`src/rtl/ysyx_220053_mem_arbiter.sv`:
```
// Two-master, single-outstanding memory arbiter.
// Master 0 (IFU) and master 1 (LSU) share one slave port. An accepted request
// is latched and replayed to the slave. The response is routed back to the
// granted master only. Simultaneous requests are served round-robin, and a
// watchdog answers with an error if the slave stays silent for TIMEOUT cycles.
module ysyx_220053_mem_arbiter #(
    parameter int ADDR_W  = 32,
    parameter int DATA_W  = 64,
    parameter int TIMEOUT = 255
) (
    input  logic                clk,
    input  logic                rst,
    // master 0 (instruction fetch)
    input  logic                m0_req_valid,
    output logic                m0_req_ready,
    input  logic [ADDR_W-1:0]   m0_addr,
    input  logic                m0_wen,
    input  logic [DATA_W-1:0]   m0_wdata,
    input  logic [DATA_W/8-1:0] m0_wmask,
    output logic                m0_resp_valid,
    output logic                m0_resp_err,
    // master 1 (load/store)
    input  logic                m1_req_valid,
    output logic                m1_req_ready,
    input  logic [ADDR_W-1:0]   m1_addr,
    input  logic                m1_wen,
    input  logic [DATA_W-1:0]   m1_wdata,
    input  logic [DATA_W/8-1:0] m1_wmask,
    output logic                m1_resp_valid,
    output logic                m1_resp_err,
    // shared read data, qualified by mX_resp_valid
    output logic [DATA_W-1:0]   m_rdata,
    // slave port
    output logic                s_req_valid,
    input  logic                s_req_ready,
    output logic [ADDR_W-1:0]   s_addr,
    output logic                s_wen,
    output logic [DATA_W-1:0]   s_wdata,
    output logic [DATA_W/8-1:0] s_wmask,
    input  logic                s_resp_valid,
    input  logic [DATA_W-1:0]   s_rdata
);

    // The counter only has to reach TIMEOUT-1, so clog2(TIMEOUT) bits suffice.
    localparam int               CNT_W    = (TIMEOUT > 1) ? $clog2(TIMEOUT) : 1;
    localparam logic [CNT_W-1:0] CNT_LAST = CNT_W'(TIMEOUT - 1);

    typedef enum logic [1:0] {
        IDLE,
        REQ,
        RESP
    } state_t;

    state_t            state;
    logic              last;   // master served most recently; loses the next tie
    logic              grant;  // master owning the current transaction
    logic [CNT_W-1:0]  cnt;

    logic              sel;
    logic              accept;
    logic              resp_fire;
    logic              resp_timeout;
    logic              resp_done;

    // Arbitration, handshakes and response routing are decoded from the current state.
    always_comb begin
        sel          = (m0_req_valid && m1_req_valid) ? ~last : m1_req_valid;
        accept       = (state == IDLE) && (m0_req_valid || m1_req_valid);
        m0_req_ready = accept && !sel;
        m1_req_ready = accept && sel;

        // a real response wins over the watchdog firing in the same cycle
        resp_fire    = (state == RESP) && s_resp_valid;
        resp_timeout = (state == RESP) && !s_resp_valid && (cnt == CNT_LAST);
        resp_done    = resp_fire || resp_timeout;

        m0_resp_valid = resp_done && !grant;
        m1_resp_valid = resp_done && grant;
        m0_resp_err   = resp_timeout && !grant;
        m1_resp_err   = resp_timeout && grant;
        m_rdata       = resp_fire ? s_rdata : '0;

        s_req_valid   = (state == REQ);
    end

    // Transaction FSM: latch the winning request, replay it, wait for the answer.
    always_ff @(posedge clk) begin
        if (rst) begin
            state   <= IDLE;
            last    <= 1'b1;
            grant   <= 1'b0;
            cnt     <= '0;
            s_addr  <= '0;
            s_wen   <= 1'b0;
            s_wdata <= '0;
            s_wmask <= '0;
        end else begin
            case (state)
                IDLE: begin
                    if (accept) begin
                        grant   <= sel;
                        s_addr  <= sel ? m1_addr  : m0_addr;
                        s_wen   <= sel ? m1_wen   : m0_wen;
                        s_wdata <= sel ? m1_wdata : m0_wdata;
                        s_wmask <= sel ? m1_wmask : m0_wmask;
                        state   <= REQ;
                    end
                end
                REQ: begin
                    if (s_req_ready) begin
                        cnt   <= '0;
                        state <= RESP;
                    end
                end
                RESP: begin
                    // wrap at the last count is harmless: the FSM leaves RESP then
                    cnt <= cnt + CNT_W'(1);
                    if (resp_done) begin
                        last  <= grant;
                        state <= IDLE;
                    end
                end
                default: state <= IDLE;
            endcase
        end
    end

endmodule

```
`config.mk`:
```
export PLATFORM = sky130hd
export DESIGN_NAME = ysyx_220053_mem_arbiter
export DESIGN_NICKNAME = d
export VERILOG_FILES = /design/src/rtl/ysyx_220053_mem_arbiter.sv
export SDC_FILE = /design/constraint.sdc
export NUM_CORES = 1
export LEC_CHECK = 0
export ABC_AREA = 0
export BUFFER_PORTS_ARGS = -buffer_cell sky130_fd_sc_hd__buf_4
export CORE_AREA = 2 2 176 178
export CTS_CLUSTER_DIAMETER = 30
export DETAILED_ROUTE_END_ITERATION = 8
export DIE_AREA = 0 0 178 180
export SYNTH_ARGS = -nofsm -noshare
export SYNTH_HDL_FRONTEND = slang
export SYNTH_SLANG_ARGS = --single-unit
```
`constraint.sdc`:
```
create_clock -name clk -period 1.7 [get_ports clk]
set_input_delay 0.34 -clock clk [delete_from_list [all_inputs] [get_ports clk]]
set_output_delay 0.34 -clock clk [all_outputs]
set_load 0.01 [all_outputs]
```
==> flow_summary_export.csv, run 1 <==
group,metric,value,unit
final_layout,drive_above_1_share,63.9,%
die,die_area,32000,um^2
run,drv_cap,0,
die,die_y,180,um
pwr,powerDensity,809,nW/um^2
worst_setup_path,path_max_fanout,5,
clock_network,cts_hold_buf,0,
pwr,p_leak,5.18,nW
clock_network,cts_tree,"yes",
global_route,grt_max_degree,66,
yosys,synth.distinct_cells,36,
sta,fin_crit_sh,117,%
route,dr.first_iter.drc_count,335,
global_route,first_global_vias,6609,
clock_network,clock-root-buffer,"clkbuf_16",
placed_design,place.gp.congestion,0.958,
worst_setup_path,cp_common_cell,"buf_6",
die,core_region_area,30200,um^2
placed_design,hpwl,19300,um
route,wirelength,28000,um
global_route,track_usage,15.2,%
route,num_vias,6942,
sta,period_minus_slack,1.99,ns
worst_setup_path,crit_type,"reg -> out",
yosys,syn-cell-area,5120,um^2
die,die_w,178,um
worst_setup_path,crit_arrival,1.65,ns
clock_network,cts_max_level,4,
run_status,violations,"setup timing",
route,wl_per_cell,18.3,um
placed_design,dpl.cell_count,1452,
worst_hold_path,min_path_type,"in -> reg",
pwr,power,9.19,mW
worst_setup_path,crit_slowest_cell,"dfxtp_4",
sta,setup_viol,70,
sta,slew_viol_final,0,
sta,worst_clock_skew,0.00460,ns
sta,rsz0062_at_grt,"true",
final_layout,area_growth,122,%
yosys,async_reset_ff_share,0,%
yosys,synth-seq-cells,117,
run_status,status,"finished with violations",
yosys,syn_inst,625,
sta,worstMarginPinSlew,0.456,ns
clock_network,cts_buffers,17,
worst_setup_path,critPathLaunchType,"flip-flop",
sta,hold_viol_final,0,
yosys,avgSynthCellArea,8.19,um^2
worst_setup_path,crit_path_end_kind,"output port",
placed_design,numPortBuffers,455,
worst_setup_path,cp.required,1.36,ns
route,antenna_left,0,
route,vias_per_cell,4.55,
route,route.detailed.drc,0,
yosys,syn-num-nets,907,
yosys,synth_edf_count,0,
yosys,yosysWarnings,0,
sta,maxSlewHeadroom,68.8,%
sta,whs,0.173,ns
pwr,vdd_drop_max,0.565,mV
worst_setup_path,max_stage_delay,0.36,ns
clock_network,clk_pin_slew,0.06,ns
yosys,ys_seq_area_share,45.8,%
global_route,grt.overflow.total,0,
sta,max_clock_freq,0.503,GHz
global_route,grt_pass1_wl,37000,um
route,first_pass_iters,5,
yosys,ys.flop_type,"dfxtp_1",
die,start_util,16.9,%
clock_network,clock_path_buffers,2,
die,rows,64,
sta,setup_ws,-0.290,ns
final_layout,final_cell_count_no_fill,1527,
die,io_pins,456,
final_layout,final_nets,1396,
clock_network,clock_latency,0.41,ns
worst_setup_path,crit_chain,"nor2b_4, buf_6, buf_6, nand2_1, a21oi_2, buf_4",
clock_network,cts_sinks,117,
global_route,antenna_found_initial,4,
==> worst max-delay path: cells and delay by family, from the launching register on <==
| family | cells | cell delay [ns] |
|---|---|---|
| simple gates | 2 | 0.28 |
| buf+inv | 3 | 0.39 |
| compound gates | 1 | 0.20 |
| flops | 1 | 0.36 |
==> registers in the layout, summed over array words and instances, names as in the netlist <==
name     count
s_wmask      8
s_addr      32
grant        1
s_wen        1
state        2
s_wdata     64
last         1
cnt          8
==> kinds of logic (layout without fill, tap and decap cells) <==
logic type | after synthesis | in the layout | share of synthesized area (%)
muxes | 1 | 1 | 0.220
DFF | 117 | 117 | 45.8
AOI/OAI and AO/OA | 229 | 229 | 28.0
buffers and inverters | 66 | 568 | 5.33
other | 0 | 4 | 0
and+or+nand+nor | 208 | 208 | 19.8
adders and majority gates | 2 | 2 | 0.489
xor gates and xnor gates | 2 | 2 | 0.342
==> repair_timing <==
item | 4_1_cts | 5_1_grt
buffers inserted | 13 | 16
pin swaps | 19 | 98
endpoints found under the setup margin | 70 | 126
resized for setup | 78 | 206
cloned | 3 | 10
==> through the flow <==
step	instance area, um^2	worst slack [ns]	setup TNS (ns)	util, %
detailed placement	9200	-0.0316	-0.0316	30.5
CTS	10200	-0.307	-14.62	33.9
finish	11300	-0.290	-14.69	37.6
floorplan	5120	0.0452	0	-
global route	11300	-0.373	-20.52	37.6
global placement	9200	-0.0452	-0.0452	30.5
==> metal layers <==
layer / share of wire [%] / vias to the layer above / routed length (um) / global-route usage (%)
met5: 0 / - / 0 / 0
met4: 3.2 / 0 / 895 / 7.18
met3: 9.1 / 38 / 2540 / 4.55
met2: 51 / 359 / 14300 / 27.0
met1: 36 / 3287 / 10200 / 16.3
li1: - / 3258 / - / -
==> cell usage in the layout, fill, tap and decap left out, types with 4 or more instances in the layout <==
cell type,count
diode_2,4
a22oi_1,102
buf_12,14
clkbuf_16,25
nor2_1,9
a21oi_1,65
nand2_4,28
buf_6,68
and3_1,17
nor3_1,4
dfxtp_1,111
buf_4,437
nand2_2,12
and3_4,48
nand2_1,69
clkbuf_8,5
buf_8,5
clkinv_2,4
nand3_1,5
a21oi_2,48
==> area by class of cell <==
type                    count  area, um^2
clock inverters             8        72.6
clock buffers              24         502
flip-flops and latches    117        2360
diodes                      4        10.0
repair buffers            534        4660
well taps                 396         495
fillers                  2999       18800
inverters                   2        7.51
multi-input cells         442        3250
==> worst paths after layout <==
kind / from / slack [ns] / depth (start not counted) / to
setup reg to reg: state[0] / 0.03 / 8 / s_wdata[26]
hold / removal: m0_wmask[0] / 0.17 / 3 / s_wmask[0]
setup / recovery: state[1] / -0.29 / 6 / m1_resp_valid
hold reg to reg: cnt[5] / 0.50 / 2 / cnt[5]
==> cell usage after synthesis, types with 3 or more instances <==
cell type | number | area (um^2)
nand2_1 | 109 | 409
nor2b_1 | 3 | 18.8
a21oi_1 | 113 | 566
dfxtp_1 | 117 | 2340
a22oi_1 | 105 | 788
clkbuf_1 | 46 | 173
nor2_1 | 11 | 41.3
buf_2 | 17 | 85.1
nor3_1 | 4 | 20.0
nand3_1 | 5 | 25.0
and3_1 | 65 | 407
==> report_power, final <==
part	internal, mW	total [mW]	leakage, nW	switching (mW)
Sequential	2.99	3.12	0.966	0.137
Combinational	1.37	2.54	3.93	1.17
Clock	2.20	3.52	0.278	1.32
Total	6.56	9.19	5.18	2.63
No activity file was read; power rests on OpenSTA's default activity.
==> run 2: changes to the inputs <==
--- a/config.mk
+++ b/config.mk
@@ -5,12 +5,12 @@
 export SDC_FILE = /design/constraint.sdc
 export NUM_CORES = 1
 export LEC_CHECK = 0
-export ABC_AREA = 0
+export ABC_AREA = 1
 export BUFFER_PORTS_ARGS = -buffer_cell sky130_fd_sc_hd__buf_4
-export CORE_AREA = 2 2 176 178
+export CORE_AREA = 2 2 179 181
 export CTS_CLUSTER_DIAMETER = 30
 export DETAILED_ROUTE_END_ITERATION = 8
-export DIE_AREA = 0 0 178 180
+export DIE_AREA = 0 0 181 183
 export SYNTH_ARGS = -nofsm -noshare
 export SYNTH_HDL_FRONTEND = slang
 export SYNTH_SLANG_ARGS = --single-unit
==> run 2 against run 1 <==
Against the previous run:
- the run still ends with setup timing left
- global-route usage fell by 1.1 points
- sequential cell count did not move
- synthesized cell count increased by 65%
- final area rose by 3.1%
- register-to-register slack better by 0.14 ns
- clock power increased by 8.8%
- critical path depth rose by 3
- utilization decreased by 0.13 points
- clock skew increased by 0.013 ns
- sequential power about the same
==> flow_summary_export.csv, run 2 <==
group,metric,value,unit
placed_design,place.gp.congestion,0.819,
placed_design,post-place-ws,0.0833,ns
yosys,synth_most_common_cell,"nand2_1",
sta,setup_viol,70,
pwr,powerDensity,805,nW/um^2
yosys,ys.flop_type,"dfxtp_1",
final_layout,largest_reg_flops,64,
worst_setup_path,r2r_setup_slack,0.17,ns
worst_setup_path,max_stage_delay,0.35,ns
worst_setup_path,crit-reg2reg-launch,"state[0]",
final_layout,drive_above_1_share,41.1,%
clock_network,clock_latency,0.41,ns
sta,slew_viol_final,0,
worst_setup_path,cp.required,1.36,ns
route,route.detailed.drc,0,
die,die_w,181,um
pwr,switching_share,29.8,%
pwr,power,9.42,mW
yosys,syn-cell-area,6000,um^2
pwr,p_sw,2.81,mW
placed_design,hpwl,18500,um
final_layout,mostFrequentLayoutCells,"553 x nand2_1, 409 x buf_4, 118 x a21oi_1, 113 x dfxtp_1, 73 x inv_1",
clock_network,clk_pin_slew,0.06,ns
yosys,syn-num-nets,1312,
yosys,yosysWarnings,0,
placed_design,numPortBuffers,455,
yosys,synth.distinct_cells,15,
pwr,power_frac_clock,40.7,%
global_route,track_usage,14.1,%
die,start_util,19.2,%
yosys,avgSynthCellArea,5.82,um^2
final_layout,design_area,11700,um^2
pwr,power_frac_comb,26.3,%
sta,max_clock_freq,0.535,GHz
yosys,synth_common_cells,"558 x nand2_1, 118 x a21oi_1, 117 x dfxtp_1",
die,rows,65,
worst_hold_path,holdPathEnd,"state[0]",
route,antenna_left,0,
worst_setup_path,cp_common_cell,"nand2_1",
worst_hold_path,worstHoldPathCells,4,
sta,rsz0062_at_grt,"true",
yosys,async_reset_ff_share,0,%
sta,setup_tns,-6.87,ns
die,io_pins,456,
worst_hold_path,min_path_type,"in -> reg",
sta,worstMarginPinSlew,0.307,ns
die,die_y,183,um
yosys,yosysTopAreaCell,"dfxtp_1",
worst_setup_path,crit_arrival,1.53,ns
clock_network,cts_tree,"yes",
yosys,synth-seq-cells,117,
route,first_pass_iters,6,
clock_network,cts_max_level,4,
final_layout,area_growth,95.1,%
route,wirelength,26300,um
clock_network,clock-root-buffer,"clkbuf_16",
run,drv_cap,0,
yosys,synth_area_leaders,"dfxtp_1 39%, nand2_1 35%, a21oi_1 9.8%",
worst_setup_path,worst_r2r_endpoint,"s_wmask[3]",
route,vias_per_cell,4.12,
clock_network,cts_buffers,17,
yosys,yosysTopAreaCellShare,39.0,%
route,dr.first_iter.drc_count,306,
pwr,power_frac_seq,33.1,%
global_route,grt.overflow.total,0,
yosys,syn_inst,1030,
clock_network,clock_path_buffers,2,
worst_setup_path,crit_chain,"inv_4, ha_4, nand2_4, nor2_4, nand3_4, nand2_1, nand2_1, inv_1, buf_6",
die,die_area,33100,um^2
final_layout,final_nets,1763,
worst_setup_path,crit_slowest_cell,"dfxtp_4",
pwr,vdd_drop_max,0.556,mV
sta,period_minus_slack,1.87,ns
final_layout,layout_commonest_cell,"nand2_1",
worst_setup_path,critPathLaunchType,"flip-flop",
final_layout,regMostFlops,"s_wdata",
pwr,p_leak,5.94,nW
final_layout,antenna_cells,0,
final_layout,fin_util,37.5,%
yosys,ys_seq_area_share,39.0,%
worst_setup_path,crit_type,"reg -> out",
pwr,internal-power,6.61,mW
sta,worst_clock_skew,0.0177,ns
worst_hold_path,hp-start,"s_req_ready",
placed_design,place_area,9940,um^2
yosys,synth_edf_count,0,
route,wl_per_cell,13.9,um
global_route,antenna_found_initial,0,
worst_setup_path,crit_path_end_kind,"output port",
clock_network,cts_sinks,117,
global_route,first_global_vias,7393,
sta,setup_ws,-0.169,ns
sta,fin_crit_sh,110,%
route,num_vias,7819,
die,core_region_area,31200,um^2
run_status,status,"finished with violations",
run_status,violations,"setup timing",
sta,maxSlewHeadroom,79.5,%
final_layout,reg_top3,"s_wdata x64, s_addr x32",
global_route,grt_pass1_wl,37900,um
global_route,grt_max_degree,61,
sta,hold_viol_final,0,
worst_setup_path,reg2reg_depth,7,
worst_setup_path,path_max_fanout,6,
run 2: cell families (layout without fill, tap and decap cells):
group	Yosys count	in the layout	synth area share, %
AO/OA/AOI/OAI	122	122	10.2
adder cells (fa/ha/maj)	2	2	0.417
buffers and inverters	143	606	9.39
flip-flops	117	117	39.0
AND/OR/NAND/NOR	646	647	40.9
run 2: worst max-delay path: cells and delay by family (launching register included):
family                   cells  cell delay (ns)
buffers and inverters        3             0.23
flip-flops                   1             0.35
AND/OR/NAND/NOR              5             0.41
adder cells (fa/ha/maj)      1             0.14
run 2: power by group through the flow:
stage	Combinational (mW)	Sequential (mW)	Clock, mW
2_1_floorplan	0.879	3.27	0
3_3_place_gp	2.27	3.16	0
3_5_place_dp	2.28	3.17	0
4_1_cts	2.32	3.12	3.98
5_1_grt	2.71	3.15	4.10
6_report	2.47	3.12	3.83
run 2: metal layers:
metal / share of wire (%) / global-route usage (%) / routed length (um) / vias to the layer above
met4: 2.4 / 4.68 / 636 / 0
met1: 42 / 17.0 / 11100 / 3510
met5: 0 / 0 / 0 / -
met3: 5.9 / 3.67 / 1560 / 41
li1: - / - / - / 4008
met2: 49 / 24.3 / 13000 / 260
run 2: timing repair:
action | in CTS | in global routing
endpoints found under the hold margin | 0 | 0
buffers inserted | 8 | 8
pin swaps | 6 | 6
hold buffers | 0 | 0
endpoints found under the setup margin | 70 | 70
gates resized for setup | 25 | 210
gates cloned | 0 | 8
run 2: worst max path at each step:
stage	end	start
2_1_floorplan	m_rdata[43]	state[1]
5_1_grt	m1_resp_valid	cnt[0]
4_1_cts	m1_resp_valid	cnt[0]
3_3_place_gp	m1_resp_valid	cnt[0]
6_report	m1_resp_valid	cnt[0]
3_5_place_dp	m1_resp_valid	cnt[0]
run 2: final cells by class:
type	count	area [um^2]
Timing Repair Buffer	495	4230
Tap cell	402	503
Clock buffer	20	457
Clock inverter	12	166
Sequential cell	117	2350
Fill cell	3263	19500
Multi-Input combinational cell	771	3680
Inverter	79	314
run 2: per-stage QoR:
step,hold slack [ns],std cells
floorplan,0.450,1030
global placement,0.452,1841
detailed placement,0.456,1841
CTS,0.195,1881
global route,0.216,1896
finish,0.216,1896
==> run 3: changes to the inputs <==
--- a/config.mk
+++ b/config.mk
@@ -7,10 +7,10 @@
 export LEC_CHECK = 0
 export ABC_AREA = 1
 export BUFFER_PORTS_ARGS = -buffer_cell sky130_fd_sc_hd__buf_4
-export CORE_AREA = 2 2 179 181
+export CORE_AREA = 2 2 180 182
 export CTS_CLUSTER_DIAMETER = 30
 export DETAILED_ROUTE_END_ITERATION = 8
-export DIE_AREA = 0 0 181 183
+export DIE_AREA = 0 0 182 184
 export SYNTH_ARGS = -nofsm -noshare
 export SYNTH_HDL_FRONTEND = slang
 export SYNTH_SLANG_ARGS = --single-unit
==> run 3 against run 2 <==
Against the previous run:
- the flow still finishes with violations (setup timing)
- critical path type unchanged
- critical endpoint is now m_rdata[34]
- first-iteration DRC count fell by 17%
- setup slack got worse by 0.029 ns
- clock skew fell by 0.0056 ns
- largest power group unchanged
- register-to-register slack improved by 0.04 ns
==> flow_summary_export.csv, run 3 (synthesis results as in run 2) <==
group,metric,value,unit
worst_setup_path,cp_num_buf_inv,5,
final_layout,fin_util,37.3,%
die,io_pins,456,
clock_network,clk_pin_slew,0.06,ns
route,wirelength,25800,um
sta,setup_viol,70,
final_layout,fillers,3275,
worst_setup_path,max_stage_delay,0.33,ns
final_layout,drive_above_1_share,41.3,%
route,vias_per_cell,4.12,
worst_setup_path,worst_path_dominant_cell_family,"buffers and inverters",
global_route,antenna_found_initial,1,
placed_design,numPortBuffers,455,
sta,period_minus_slack,1.90,ns
die,core_region_area,31400,um^2
worst_setup_path,r2r_setup_slack,0.21,ns
clock_network,cts_sinks,117,
worst_setup_path,reg2reg_depth,6,
final_layout,antenna_cells,0,
final_layout,design_area,11700,um^2
placed_design,dpl.cell_count,1847,
worst_setup_path,path_max_fanout,6,
placed_design,place_area,9970,um^2
worst_setup_path,worst_r2r_endpoint,"s_wdata[44]",
die,die_y,184,um
clock_network,cts_max_level,4,
final_layout,area_growth,95.5,%
final_layout,mostFrequentLayoutCells,"552 x nand2_1, 417 x buf_4, 117 x a21oi_1, 112 x dfxtp_1, 72 x inv_1",
worst_setup_path,cp.required,1.36,ns
worst_setup_path,crit_slowest_cell,"dfxtp_2",
global_route,grt_pass1_wl,38300,um
global_route,grt_max_degree,70,
placed_design,hpwl,18100,um
route,num_vias,7828,
global_route,grt.overflow.total,0,
final_layout,reg_top3,"s_wdata x64, s_addr x32",
die,rows,65,
final_layout,final_cell_count_no_fill,1899,
worst_setup_path,crit_chain,"inv_2, nand2_4, inv_8, nand2_8, buf_12, buf_16, nor2_4, buf_6",
route,route.detailed.drc,0,
route,antenna_left,0,
run,drv_cap,0,
worst_setup_path,crit-reg2reg-launch,"state[1]",
sta,whs,0.203,ns
sta,fin_crit_sh,112,%
route,wl_per_cell,13.6,um
placed_design,place.gp.congestion,0.793,
worst_hold_path,worstHoldPathCells,4,
sta,hold_viol_final,0,
die,die_w,182,um
sta,setup_tns,-7.30,ns
final_layout,regMostFlops,"s_wdata",
clock_network,clock_latency,0.41,ns
sta,maxSlewHeadroom,74.5,%
run_status,status,"finished with violations",
final_layout,largest_reg_flops,64,
die,start_util,19.1,%
global_route,track_usage,14.3,%
worst_hold_path,hp-start,"s_req_ready",
worst_setup_path,crit_type,"reg -> out",
pwr,powerDensity,807,nW/um^2
pwr,p_leak,5.96,nW
worst_setup_path,crit_arrival,1.56,ns
sta,worstMarginPinSlew,0.382,ns
run_status,violations,"setup timing",
clock_network,clock_path_buffers,2,
die,die_area,33500,um^2
route,dr.first_iter.drc_count,253,
worst_setup_path,critPathLaunchType,"flip-flop",
worst_hold_path,holdPathEnd,"state[0]",
sta,worst_clock_skew,0.0121,ns
worst_setup_path,crit_path_end_kind,"output port",
sta,setup_ws,-0.198,ns
sta,rsz0062_at_grt,"true",
sta,slew_viol_final,0,
final_layout,layout_commonest_cell,"nand2_1",
sta,max_clock_freq,0.527,GHz
clock_network,cts_tree,"yes",
pwr,vdd_drop_max,0.609,mV
worst_hold_path,min_path_type,"in -> reg",
global_route,first_global_vias,7359,
clock_network,clock-root-buffer,"clkbuf_16",
final_layout,final_nets,1767,
route,first_pass_iters,8,
clock_network,cts_buffers,17,
==> run 3: cell count changes in the layout (fill, tap and decap cells not counted), moves of 2 or more <==
cell / before / now
buf_4: 409 / 417
nor2_1: 8 / 11
clkbuf_16: 21 / 18
dfxtp_2: 2 / 4
buf_12: 15 / 17
nor2_4: 65 / 59
nand2_2: 0 / 2
buf_6: 66 / 60
nor2_2: 3 / 6
buf_16: 0 / 3
==> run 3: layout make-up <==
class | count | area, um^2 | share of cell area, %
Clock buffer | 18 | 439 | 3.75
Sequential cell | 117 | 2350 | 20.1
Multi-Input combinational cell | 771 | 3640 | 31.0
Timing Repair Buffer | 499 | 4290 | 36.6
Clock inverter | 13 | 195 | 1.66
Inverter | 79 | 313 | 2.67
Tap cell | 402 | 503 | 4.29
==> run 3: worst max-delay path by stage <==
stage	startpoint	to	slack (ns)	cells past startpoint
3_3_place_gp	m1_req_valid	s_addr[11]	0.06	6
3_5_place_dp	m1_req_valid	s_addr[11]	0.03	6
5_1_grt	cnt[0]	m1_resp_valid	-0.28	9
2_1_floorplan	state[1]	m_rdata[43]	0.14	6
4_1_cts	cnt[0]	m1_resp_valid	-0.23	9
6_report	state[0]	m_rdata[34]	-0.20	8
==> run 3: layer usage <==
metal  global-route usage, %  vias up  part of all wire [%]
li1                        -     4017                     -
met1                    16.1     3501                    40
met2                    25.7      275                    51
met3                    4.08       33                   6.8
met4                    4.74        2                   1.9
met5                       0        -                 0.062
==> run 3: timing repair <==
item / in CTS / in global routing
endpoints found under the setup margin: 70 / 88
cloned: 10 / 1
resized for setup: 159 / 64
buffers inserted: 13 / 4
hold buffers: 0 / 0
endpoints found under the hold margin: 0 / 0
pin swaps: 5 / 10
==> run 3: metrics by stage <==
step / power (mW) / worst slack, ns
2_1_floorplan: 4.15 / 0.138
3_3_place_gp: 5.41 / 0.0634
3_5_place_dp: 5.42 / 0.0330
4_1_cts: 9.62 / -0.228
5_1_grt: 10.0 / -0.284
6_report: 9.46 / -0.198
==> run 3: report_power, final <==
part | internal (mW) | switching, mW | leakage, nW
clock | 2.51 | 1.40 | 0.300
sequential | 2.99 | 0.127 | 0.963
combinational | 1.20 | 1.23 | 4.70
==> run 3: worst reg2reg max path, delay by kind of cell, from the launching register on <==
kind            cells  cell delay (ns)
flops               1             0.36
buf+inv             3             0.47
simple gates        2             0.47
compound gates      1             0.07
